[src/rtl/axis_pkt_sink_if.sv]
// axis_pkt_sink_if: 64-bit AXI4-Stream bundle between a stream source and axis_pkt_sink.
// Handshake: a beat transfers on a rising CLK edge where tvalid and tready are both high;
// tready from the sink is registered and never depends on tvalid.
interface axis_pkt_sink_if;
   logic [63:0] tdata;
   logic [7:0]  tkeep;
   logic        tlast;
   logic        tvalid;
   logic        tready;

   modport master (output tdata, output tkeep, output tlast, output tvalid, input tready);
   modport slave  (input tdata, input tkeep, input tlast, input tvalid, output tready);
endinterface

[src/rtl/axis_pkt_sink.sv]
// axis_pkt_sink: AXI4-Stream packet sink that checks length and tkeep and keeps packet stats.
// Programmable backpressure (LFSR / one-in-four / never) is built only when AXIS_SINK_BP_EN is defined.
module axis_pkt_sink #(
   parameter int unsigned MAX_BEATS = 190,
   parameter logic [15:0] LFSR_SEED = 16'hACE1
) (
   input  logic                  CLK,
   input  logic                  ARESETN,
   axis_pkt_sink_if.slave        S_AXIS,
   input  logic [1:0]            bp_mode,
   input  logic                  err_clr,
   output logic                  pkt_done,
   output logic [15:0]           pkt_beats,
   output logic [15:0]           pkt_bytes,
   output logic [63:0]           first_word,
   output logic [31:0]           pkt_count,
   output logic [15:0]           drop_count,
   output logic                  err_keep,
   output logic                  err_len,
   output logic [1:0]            dbg_state
);

   localparam logic [1:0] ST_IDLE  = 2'd0;
   localparam logic [1:0] ST_BODY  = 2'd1;
   localparam logic [1:0] ST_DRAIN = 2'd2;
   localparam logic [15:0] MAX_B16 = 16'(MAX_BEATS);

   logic [1:0]  state_q, state_d;
   logic [15:0] beat_cnt_q, beat_cnt_d;
   logic [15:0] byte_cnt_q, byte_cnt_d;
   logic [63:0] first_q, first_d;
   logic        tready_q, tready_d;
   logic        pkt_done_q, pkt_done_d;
   logic [15:0] pkt_beats_q, pkt_beats_d;
   logic [15:0] pkt_bytes_q, pkt_bytes_d;
   logic [63:0] first_word_q, first_word_d;
   logic [31:0] pkt_count_q, pkt_count_d;
   logic [15:0] drop_count_q, drop_count_d;
   logic        err_keep_q, err_keep_d;
   logic        err_len_q, err_len_d;

   logic        accept;
   logic        keep_ok;
   logic        keep_evt, len_evt, drop_evt, cmpl;
   logic [15:0] beat_n;
   logic [15:0] cmpl_beats, cmpl_bytes;
   logic [63:0] cmpl_first;

   function automatic logic [15:0] keep_bytes(input logic [7:0] k);
      logic [15:0] n;
      n = '0;
      for (int i = 0; i < 8; i++) n = n + {15'd0, k[i]};
      return n;
   endfunction

   assign accept = S_AXIS.tvalid & tready_q;

   // Last beats may only trim bytes from the top; every other beat must be full.
   always_comb begin
      keep_ok = 1'b0;
      if (!S_AXIS.tlast) begin
         keep_ok = (S_AXIS.tkeep == 8'hFF);
      end else begin
         case (S_AXIS.tkeep)
            8'h01, 8'h03, 8'h07, 8'h0F, 8'h1F, 8'h3F, 8'h7F, 8'hFF: keep_ok = 1'b1;
            default: keep_ok = 1'b0;
         endcase
      end
   end

   always_comb begin
      state_d      = state_q;
      beat_cnt_d   = beat_cnt_q;
      byte_cnt_d   = byte_cnt_q;
      first_d      = first_q;
      keep_evt     = 1'b0;
      len_evt      = 1'b0;
      drop_evt     = 1'b0;
      cmpl         = 1'b0;
      cmpl_beats   = '0;
      cmpl_bytes   = '0;
      cmpl_first   = '0;
      beat_n       = beat_cnt_q + 16'd1;

      if (accept) begin
         case (state_q)
            ST_IDLE: begin
               keep_evt = ~keep_ok;
               if (S_AXIS.tlast) begin
                  cmpl       = 1'b1;
                  cmpl_beats = 16'd1;
                  cmpl_bytes = keep_bytes(S_AXIS.tkeep);
                  cmpl_first = S_AXIS.tdata;
               end else begin
                  state_d    = ST_BODY;
                  beat_cnt_d = 16'd1;
                  byte_cnt_d = 16'd8;
                  first_d    = S_AXIS.tdata;
               end
            end
            ST_BODY: begin
               keep_evt = ~keep_ok;
               // A beat that pushes the count past MAX_BEATS kills the packet, last or not.
               if (beat_n > MAX_B16) begin
                  len_evt = 1'b1;
                  if (S_AXIS.tlast) begin
                     drop_evt = 1'b1;
                     state_d  = ST_IDLE;
                  end else begin
                     state_d  = ST_DRAIN;
                  end
               end else if (S_AXIS.tlast) begin
                  cmpl       = 1'b1;
                  cmpl_beats = beat_n;
                  cmpl_bytes = byte_cnt_q + keep_bytes(S_AXIS.tkeep);
                  cmpl_first = first_q;
                  state_d    = ST_IDLE;
               end else begin
                  beat_cnt_d = beat_n;
                  byte_cnt_d = byte_cnt_q + 16'd8;
               end
            end
            ST_DRAIN: begin
               if (S_AXIS.tlast) begin
                  drop_evt = 1'b1;
                  state_d  = ST_IDLE;
               end
            end
            default: state_d = ST_IDLE;
         endcase
      end
   end

   always_comb begin
      pkt_done_d   = cmpl;
      pkt_beats_d  = cmpl ? cmpl_beats : pkt_beats_q;
      pkt_bytes_d  = cmpl ? cmpl_bytes : pkt_bytes_q;
      first_word_d = cmpl ? cmpl_first : first_word_q;
      pkt_count_d  = cmpl ? pkt_count_q + 32'd1 : pkt_count_q;
      drop_count_d = drop_count_q;
      if (drop_evt && drop_count_q != 16'hFFFF) drop_count_d = drop_count_q + 16'd1;
      // A new error in the clearing cycle must survive the clear.
      err_keep_d = (err_keep_q & ~err_clr) | keep_evt;
      err_len_d  = (err_len_q & ~err_clr) | len_evt;
   end

`ifdef AXIS_SINK_BP_EN
   logic [15:0] lfsr_q, lfsr_d;
   logic [1:0]  mode_cnt_q, mode_cnt_d;

   // Fibonacci LFSR for x^16+x^14+x^13+x^11+1, stepped every cycle.
   always_comb begin
      lfsr_d     = {lfsr_q[0] ^ lfsr_q[2] ^ lfsr_q[3] ^ lfsr_q[5], lfsr_q[15:1]};
      mode_cnt_d = mode_cnt_q + 2'd1;
      case (bp_mode)
         2'd0:    tready_d = 1'b1;
         2'd1:    tready_d = lfsr_d[0];
         2'd2:    tready_d = (mode_cnt_d == 2'd3);
         default: tready_d = 1'b0;
      endcase
   end

   always_ff @(posedge CLK) begin
      if (!ARESETN) begin
         lfsr_q     <= LFSR_SEED;
         mode_cnt_q <= 2'd0;
      end else begin
         lfsr_q     <= lfsr_d;
         mode_cnt_q <= mode_cnt_d;
      end
   end
`else
   logic unused_bp_cfg;
   assign unused_bp_cfg = ^{bp_mode, LFSR_SEED};
   assign tready_d      = 1'b1;
`endif

   always_ff @(posedge CLK) begin
      if (!ARESETN) begin
         state_q      <= ST_IDLE;
         beat_cnt_q   <= '0;
         byte_cnt_q   <= '0;
         first_q      <= '0;
         tready_q     <= 1'b0;
         pkt_done_q   <= 1'b0;
         pkt_beats_q  <= '0;
         pkt_bytes_q  <= '0;
         first_word_q <= '0;
         pkt_count_q  <= '0;
         drop_count_q <= '0;
         err_keep_q   <= 1'b0;
         err_len_q    <= 1'b0;
      end else begin
         state_q      <= state_d;
         beat_cnt_q   <= beat_cnt_d;
         byte_cnt_q   <= byte_cnt_d;
         first_q      <= first_d;
         tready_q     <= tready_d;
         pkt_done_q   <= pkt_done_d;
         pkt_beats_q  <= pkt_beats_d;
         pkt_bytes_q  <= pkt_bytes_d;
         first_word_q <= first_word_d;
         pkt_count_q  <= pkt_count_d;
         drop_count_q <= drop_count_d;
         err_keep_q   <= err_keep_d;
         err_len_q    <= err_len_d;
      end
   end

   assign S_AXIS.tready = tready_q;
   assign pkt_done      = pkt_done_q;
   assign pkt_beats     = pkt_beats_q;
   assign pkt_bytes     = pkt_bytes_q;
   assign first_word    = first_word_q;
   assign pkt_count     = pkt_count_q;
   assign drop_count    = drop_count_q;
   assign err_keep      = err_keep_q;
   assign err_len       = err_len_q;
   assign dbg_state     = state_q;

endmodule

[src/flat_wrapper.sv]
// flat-port wrapper written by rule: the top's interface ports become plain ports
module axis_pkt_sink_flat 
#(
   parameter int unsigned MAX_BEATS = 190,
   parameter logic [15:0] LFSR_SEED = 16'hACE1
)
  (CLK, ARESETN, bp_mode, err_clr, pkt_done, pkt_beats, pkt_bytes, first_word, pkt_count, drop_count, err_keep, err_len, dbg_state, S_AXIS_tdata, S_AXIS_tkeep, S_AXIS_tlast, S_AXIS_tvalid, S_AXIS_tready);
  axis_pkt_sink_if S_AXIS_i ();
  input  logic CLK;
  input  logic ARESETN;
  input  logic [1:0] bp_mode;
  input  logic err_clr;
  output logic pkt_done;
  output logic [15:0] pkt_beats;
  output logic [15:0] pkt_bytes;
  output logic [63:0] first_word;
  output logic [31:0] pkt_count;
  output logic [15:0] drop_count;
  output logic err_keep;
  output logic err_len;
  output logic [1:0] dbg_state;
  input wire logic [$bits(S_AXIS_i.tdata)-1:0] S_AXIS_tdata;
  input wire logic [$bits(S_AXIS_i.tkeep)-1:0] S_AXIS_tkeep;
  input wire logic [$bits(S_AXIS_i.tlast)-1:0] S_AXIS_tlast;
  input wire logic [$bits(S_AXIS_i.tvalid)-1:0] S_AXIS_tvalid;
  output wire logic [$bits(S_AXIS_i.tready)-1:0] S_AXIS_tready;
  assign S_AXIS_i.tdata = S_AXIS_tdata;
  assign S_AXIS_i.tkeep = S_AXIS_tkeep;
  assign S_AXIS_i.tlast = S_AXIS_tlast;
  assign S_AXIS_i.tvalid = S_AXIS_tvalid;
  assign S_AXIS_tready = S_AXIS_i.tready;
  axis_pkt_sink #(.MAX_BEATS(MAX_BEATS), .LFSR_SEED(LFSR_SEED)) u_core (.CLK(CLK), .ARESETN(ARESETN), .S_AXIS(S_AXIS_i), .bp_mode(bp_mode), .err_clr(err_clr), .pkt_done(pkt_done), .pkt_beats(pkt_beats), .pkt_bytes(pkt_bytes), .first_word(first_word), .pkt_count(pkt_count), .drop_count(drop_count), .err_keep(err_keep), .err_len(err_len), .dbg_state(dbg_state));
endmodule
[config.mk]
export PLATFORM = sky130hd
export DESIGN_NAME = axis_pkt_sink_flat
export DESIGN_NICKNAME = d
export VERILOG_FILES = /design/src/rtl/axis_pkt_sink_if.sv /design/src/rtl/axis_pkt_sink.sv /design/src/flat_wrapper.sv
export SDC_FILE = /design/constraint.sdc
export NUM_CORES = 1
export LEC_CHECK = 0
export ABC_AREA = 0
export CAP_MARGIN = 20
export CORE_UTILIZATION = 50
export DETAILED_ROUTE_END_ITERATION = 8
export GPL_TIMING_DRIVEN = 0
export PLACE_DENSITY = 0.9
export SYNTH_ARGS = -nofsm -noshare
export SYNTH_HDL_FRONTEND = slang
export SYNTH_SLANG_ARGS = --single-unit
[constraint.sdc]
create_clock -name CLK -period 13.1 [get_ports CLK]
set_clock_uncertainty 0.05 [all_clocks]
set_input_delay 3.275 -clock CLK [delete_from_list [all_inputs] [get_ports CLK]]
set_output_delay 3.275 -clock CLK [all_outputs]
set_load 0.1 [all_outputs]
==> results of run 1 <==
-- sequential cells by signal, summed over array words and instances, names as in the netlist, 2 cells and up --
signal             flops
u_core.drop_count     16
u_core.pkt_bytes      16
u_core.pkt_beats      16
u_core.beat_cnt_q     16
u_core.byte_cnt_q     13
u_core.dbg_state       2
u_core.first_word     64
u_core.first_q        64
u_core.pkt_count      32
-- path summary, 6_finish.rpt --
kind / endpoint / depth (start not counted)
worst max-delay path: u_core.pkt_bytes[14] / 16
worst min register to register: u_core.first_q[50] / 2
worst max register to register: u_core.first_word[44] / 10
worst min-delay path: u_core.first_q[50] / 2
-- synth_stat cells, drive strengths merged, types with 6 or more instances --
cell / n / area share (%)
and3: 25 / 1.5
nand3b: 6 / 0.43
clkbuf: 70 / 2.5
o211ai: 8 / 0.58
nor3: 15 / 0.72
o21ai: 84 / 4.0
xor2: 20 / 1.7
nand3: 30 / 1.4
dfxtp: 243 / 47
buf: 21 / 0.93
a21oi: 108 / 5.2
a221oi: 64 / 5.4
nor4: 18 / 1.3
o21a: 6 / 0.43
inv: 28 / 1.0
or4: 13 / 1.0
nand4: 13 / 0.84
or3: 8 / 0.48
o41ai: 6 / 0.51
ha: 15 / 1.8
o31ai: 11 / 0.79
and2: 11 / 0.66
a22o: 11 / 0.93
nor2: 116 / 4.2
nand2: 183 / 6.6
xnor2: 21 / 1.8
-- routing by layer --
layer	vias up	track usage (%)
met3	72	6.19
met2	525	51.3
li1	4890	-
met4	0	10.3
met1	4984	36.5
met5	-	0
-- critical path: cells and delay by family --
| kind | cells | cell delay (ns) |
|---|---|---|
| and+or+nand+nor | 5 | 0.86 |
| AOI/OAI and AO/OA | 3 | 0.57 |
| xor gates and xnor gates | 1 | 0.17 |
| buffers and inverters | 2 | 0.54 |
| adders and majority gates | 5 | 1.91 |
-- metrics by stage --
step	power, mW	area, um2	cells
6_report	1.83	14000	1768
3_3_place_gp	1.01	13000	1723
5_1_grt	1.89	14000	1768
2_1_floorplan	0.935	10400	1227
4_1_cts	1.84	14000	1768
3_5_place_dp	1.02	13000	1723
-- layout make-up --
type	count	area (um2)	share of cell area (%)
Clock inverter	15	279	2.00
Timing Repair Buffer	226	2260	16.2
Tap cell	270	338	2.42
Clock buffer	30	684	4.90
Multi-Input combinational cell	865	5070	36.3
Sequential cell	243	4860	34.9
Inverter	28	105	0.753
Buffer	91	359	2.57
-- cell families after synthesis --
logic type               share of synthesized area (%)
adder cells (fa/ha/maj)                           2.58
other                                           0.0361
multiplexers                                     0.590
XOR/XNOR                                          3.45
flip-flops                                        46.8
AND/OR/NAND/NOR                                   21.1
AO/OA/AOI/OAI                                     21.0
buffers and inverters                             4.47
-- report_power, final --
group / internal, mW / switching, mW / total [mW]
registers: 0.758 / 0.0120 / 0.770
clock network: 0.529 / 0.295 / 0.824
logic: 0.0680 / 0.169 / 0.237
==> results by group, run 1 <==
Status
  • Outcome: finished, final reports clean

Global route
  • GRT Total Usage: around 30%
  • Vias in the first global route: roughly 10000
  • Largest net degree at the start of global routing: 16
  • Initial antenna violation count: 0
  • Global-route wire length before repair: slightly above 50000 um
  • Overflow after GRT: 0

Layout
  • Final Util: between 60% and 70%
  • Most frequent cells in the layout: dfxtp_1, clkdlybuf4s50_1, nand2_1, nor2_1, a21oi_1
  • Nets@finish: between 1500 and 2000
  • Diodes inserted: 0
  • Layout cells sized above 1: under 10%
  • Commonest non-fill, non-tap cell in the layout: dfxtp_1
  • Area Overhead vs Synth: 34.3%
  • FILL cells: ~1600

CTS
  • Root Driver: clkbuf_16
  • CTS tree: done
  • Sink Count: approximately 240
  • Setup bufs post-CTS: 0
  • Cts repair resizes: 0
  • H-tree levels: 1
  • Clock Latency Late Sink: between 0.5 and 0.6 ns
  • Clock tree buffer depth: 3
  • Cts bufs inserted: 25
  • Clk slew on worst S/H paths: around 0.060 ns
  • Cts hold-fix bufs: 0

Floorplan
  • Total core area: a little over 0.02 mm2
  • Row cnt: 52
  • Die Wd: between 100 and 150 um
  • I/O pins: between 200 and 250
  • Die Y: ~150 um
  • Die area: 0.0214 mm2
  • Initial Utilization: 51.2%

Drt
  • Drt via density: between 5 and 6
  • M1 wire length: ~13000 um
  • Max Used Layer: met4
  • Initial DRT Pass Iterations: 6
  • DRC Markers: 0
  • Met2 WL: around 16000 um
  • Initial drt markers: 970
  • Routed WL: 32500 um
  • Routed via count: approximately 10000
  • Routed Antenna Nets: 0
  • Met3 WL post-DR: 2980 um
  • WL/cell: around 18 um

Worst setup path
  • Max incr delay on CP: about 0.51 ns
  • Reg2reg setup slack: between 8 and 9 ns
  • CP arrival: 7.33 ns
  • CP startpoint: S_AXIS_tkeep[1]
  • Worst setup path category: input port to flip-flop
  • Worst-path cell with the longest stage delay: fa_1
  • WP data required: 13.48 ns
  • FF-to-FF Start: u_core.beat_cnt_q[0]
  • Startpoint types: input port
  • Max FO, Critical Path: 5
  • Setup crit end kind: flip-flop
  • Cell Chain, Critical Path: clkdlybuf4s50_1, inv_1, ha_1, fa_1, fa_1, fa_1, nor2b_1, o21a_1, ha_1, o21ba_2, nor2b_1, nand2_1, nor2_1, xor2_1, nand3_1, a21oi_1
  • Most common cell type on the critical path: fa_1

Min path
  • Hold Crit Start: u_core.first_q[50]
  • Hold/Removal Path Class: flip-flop to flip-flop

Timing
  • Tmin final: 6.95 ns
  • Setup ws final: slightly above 6 ns
  • Final critical-path share of the clock period: between 50% and 60%
  • Final setup fails: 0
  • Worst Max-Slew Pin Slew: 1.07 ns
  • Fmax: 144 MHz
  • Setup TNS: 0 ns
  • Hold WS: between 0.4 and 0.5 ns
  • Max Slew Vio Count: 0
  • Slew HR: ~28%
  • Unrepaired setup endpoints after global routing: no
  • Final Hold Viols: 0

Synthesis
  • Synth Register Bits: between 200 and 250
  • Synth cell types: 64
  • Synth Instances: approximately 1200
  • Post-synth EDFFs: 0
  • Asr flop ratio synth: 0%
  • YS warnings: 0
  • Commonest register cell after synthesis: dfxtp_1
  • Mapped cell area: 0.0104 mm2
  • Syn nets: approximately 1300
  • Syn Area/Cell: roughly 8.5 um2
  • Register area share after synthesis: roughly 47%

Power and ir drop
  • Peak supply drop: about 100 uV
  • Pleak: 5.03 nW
  • Pwr Density: around 130 mW/mm2

Run
  • Number of max-cap violations: 0

Place
  • Pre-CTS setup slack: 5.75 ns
  • Dpl hpwl: between 20000 and 25000 um
  • PortBufs: approximately 230
  • Routability Congestion: between 0.9 and 1
No activity file was read; power rests on OpenSTA's default activity.
==> run 2: changes to the inputs <==
==> constraint.sdc (replaced) <==
create_clock -name CLK -period 6.75 [get_ports CLK]
set_clock_uncertainty 0.05 [all_clocks]
set_input_delay 1.6875 -clock CLK [delete_from_list [all_inputs] [get_ports CLK]]
set_output_delay 1.6875 -clock CLK [all_outputs]
set_load 0.1 [all_outputs]
==> results by group, run 2 (synthesis results as in run 1) <==
Status
  • Outcome: finished, final reports clean

Worst setup path
  • Reg2reg setup slack: 2.51 ns (-6.32 ns)
  • R2r worst-path depth: 10 (unchanged)
  • Max FO, Critical Path: 5 (unchanged)
  • Startpoint types: input port
  • FF-to-FF Start: u_core.beat_cnt_q[0]
  • WP data required: 7.13 ns (-6.35 ns)
  • Reg2reg end: u_core.first_word[44]
  • Setup crit end kind: flip-flop
  • CP Capture Point: u_core.pkt_bytes[14]
  • Worst setup path category: input port to flip-flop
  • CP arrival: 5.77 ns (-1.56 ns)
  • CP startpoint: S_AXIS_tkeep[1]

CTS
  • Cts hold-fix bufs: 0 (unchanged)
  • H-tree levels: 1 (unchanged)
  • Clock tree buffer depth: 3 (unchanged)
  • Setup bufs post-CTS: 0 (unchanged)
  • Sink Count: 243 (unchanged)
  • Cts repair resizes: 0 (unchanged)
  • Root Driver: clkbuf_16
  • Cts bufs inserted: 25 (unchanged)
  • Clk slew on worst S/H paths: 0.06 ns (about the same)
  • CTS tree: done
  • Clock Latency Late Sink: 0.51 ns (about the same)

Floorplan
  • Die area: 0.0214 mm2 (unchanged)
  • I/O pins: 229 (unchanged)
  • Row cnt: 52 (unchanged)
  • Total core area: 0.0203 mm2 (unchanged)
  • Die Y: 146 um (unchanged)
  • Die Wd: 146 um (unchanged)
  • Initial Utilization: 51.2% (unchanged)

Run
  • Number of max-cap violations: 0 (unchanged)

Layout
  • Area Overhead vs Synth: 34.3% (unchanged)
  • Layout cells sized above 1: 5.14% (unchanged)
  • Nets@finish: 1578 (unchanged)
  • Commonest non-fill, non-tap cell in the layout: dfxtp_1
  • Diodes inserted: 0 (unchanged)
  • Most frequent cells in the layout: dfxtp_1, clkdlybuf4s50_1, nand2_1, nor2_1, a21oi_1

Timing
  • Max Slew Vio Count: 0 (unchanged)
  • Slew HR: 29.4% (+1.3 points)
  • Unrepaired setup endpoints after global routing: no
  • Setup TNS: 0 ns (unchanged)
  • Tmin final: around 5.4 ns
  • Final critical-path share of the clock period: between 70% and 80%
  • Final Hold Viols: 0 (unchanged)
  • Worst Max-Slew Pin Slew: 1.06 ns (-0.0194 ns)
  • Hold WS: 0.405 ns (+0.0000110 ns)
  • Final setup fails: 0 (unchanged)
  • Fmax: about 190 MHz

Place
  • Dpl hpwl: 22800 um (unchanged)
  • PortBufs: 226 (unchanged)
  • Routability Congestion: 0.914 (unchanged)

Global route
  • Met1 Use GR: 36.4% (-0.059 points)
  • GRT Total Usage: 29.7% (about the same)
  • Initial antenna violation count: 0 (unchanged)
  • M3 GR Usage: 6.25% (+0.063 points)
  • Vias in the first global route: 10000 (-0.010%)
  • GR peak layer: met2
  • Met2 Use GR: 51.3% (about the same)
  • Largest net degree at the start of global routing: 16 (unchanged)
  • Overflow after GRT: 0 (unchanged)
  • Global-route wire length before repair: 51900 um (unchanged)

Drt
  • WL/cell: 18.4 um (about the same)
  • Initial drt markers: 1001 (+3.2%)
  • Routed via count: 10500 (+0.0096%)
  • Drt via density: 5.92 (about the same)
  • Initial DRT Pass Iterations: 5 (-1)
  • DRC Markers: 0 (unchanged)
  • Routed WL: 32500 um (about the same)
  • Routed Antenna Nets: 0 (unchanged)

Power and ir drop
  • PnR Total Power: 3.55 mW (+94%)
  • Peak supply drop: 200 uV (+94%)
  • Pleak: 5.03 nW (unchanged)
  • Pwr Density: 255 mW/mm2 (+94%)

Min path
  • Hold/Removal Path Class: flip-flop to flip-flop
run 2: layout make-up:
type | instances | area [um2]
fill | 1572 | 6340
clock inverter | 15 | 279
buffer | 91 | 359
clock buffer | 30 | 684
inverter | 28 | 105
tap | 270 | 338
sequential | 243 | 4860
timing repair buffer | 226 | 2260
multi-input combinational | 865 | 5070
run 2: worst max-delay path, cell delays in order:
cell             delay [ns]
clkdlybuf4s50_1        0.49
inv_1                  0.05
ha_1                   0.27
fa_1                   0.51
fa_1                   0.43
fa_1                   0.42
nor2b_1                0.13
o21a_1                 0.19
ha_1                   0.29
o21ba_2                0.22
nor2b_1                0.30
nand2_1                0.19
nor2_1                 0.17
xor2_1                 0.17
nand3_1                0.09
a21oi_1                0.16
run 2: how the worst min path moves through the flow:
stage	to	cells past startpoint	from
final	u_core.first_q[50]	2	u_core.first_q[50]
after global placement	u_core.pkt_bytes[0]	2	u_core.pkt_bytes[0]
after CTS	u_core.first_q[49]	2	u_core.first_q[49]
after detailed placement	u_core.first_q[49]	2	u_core.first_q[49]
after global routing	u_core.first_q[47]	2	u_core.first_q[47]
after floorplan	u_core.first_q[0]	2	u_core.first_q[0]
run 2: routing by layer:
| metal | vias up | wire, um |
|---|---|---|
| li1 | 4894 | - |
| met1 | 4963 | 12900 |
| met2 | 535 | 15600 |
| met3 | 80 | 3030 |
| met4 | 0 | 981 |
| met5 | - | 0 |
run 2: where the power goes:
part	internal [mW]	total [mW]	switching, mW	leakage [nW]
logic	0.132	0.461	0.329	2.59
registers	1.47	1.49	0.0230	1.97
clock network	1.03	1.60	0.573	0.479
run 2: through the flow:
step	utilization, %	area, um2	std cells	setup WS [ns]
2_1_floorplan	-	10400	1227	1.93
3_3_place_gp	64.0	13000	1723	1.07
3_5_place_dp	64.0	13000	1723	0.992
4_1_cts	68.8	14000	1768	1.46
5_1_grt	68.8	14000	1768	1.11
6_report	68.8	14000	1768	1.36
==> run 3: changes to the inputs <==
==> constraint.sdc (replaced) <==
create_clock -name CLK -period 5.43 [get_ports CLK]
set_clock_uncertainty 0.05 [all_clocks]
set_input_delay 1.3575 -clock CLK [delete_from_list [all_inputs] [get_ports CLK]]
set_output_delay 1.3575 -clock CLK [all_outputs]
set_load 0.1 [all_outputs]
==> results of run 3 <==
Same layout as run 2 (identical final DEF). Status: finished, final reports clean.
Among the figures that moved: setup slack after placement 0.992 ns -> 0.00163 ns; setup slack after layout 1.36 ns -> 0.367 ns; register-to-register setup slack 2.51 ns -> 1.19 ns; total power 3.55 mW -> 4.42 mW; worst IR drop on VDD 200 uV -> 248 uV
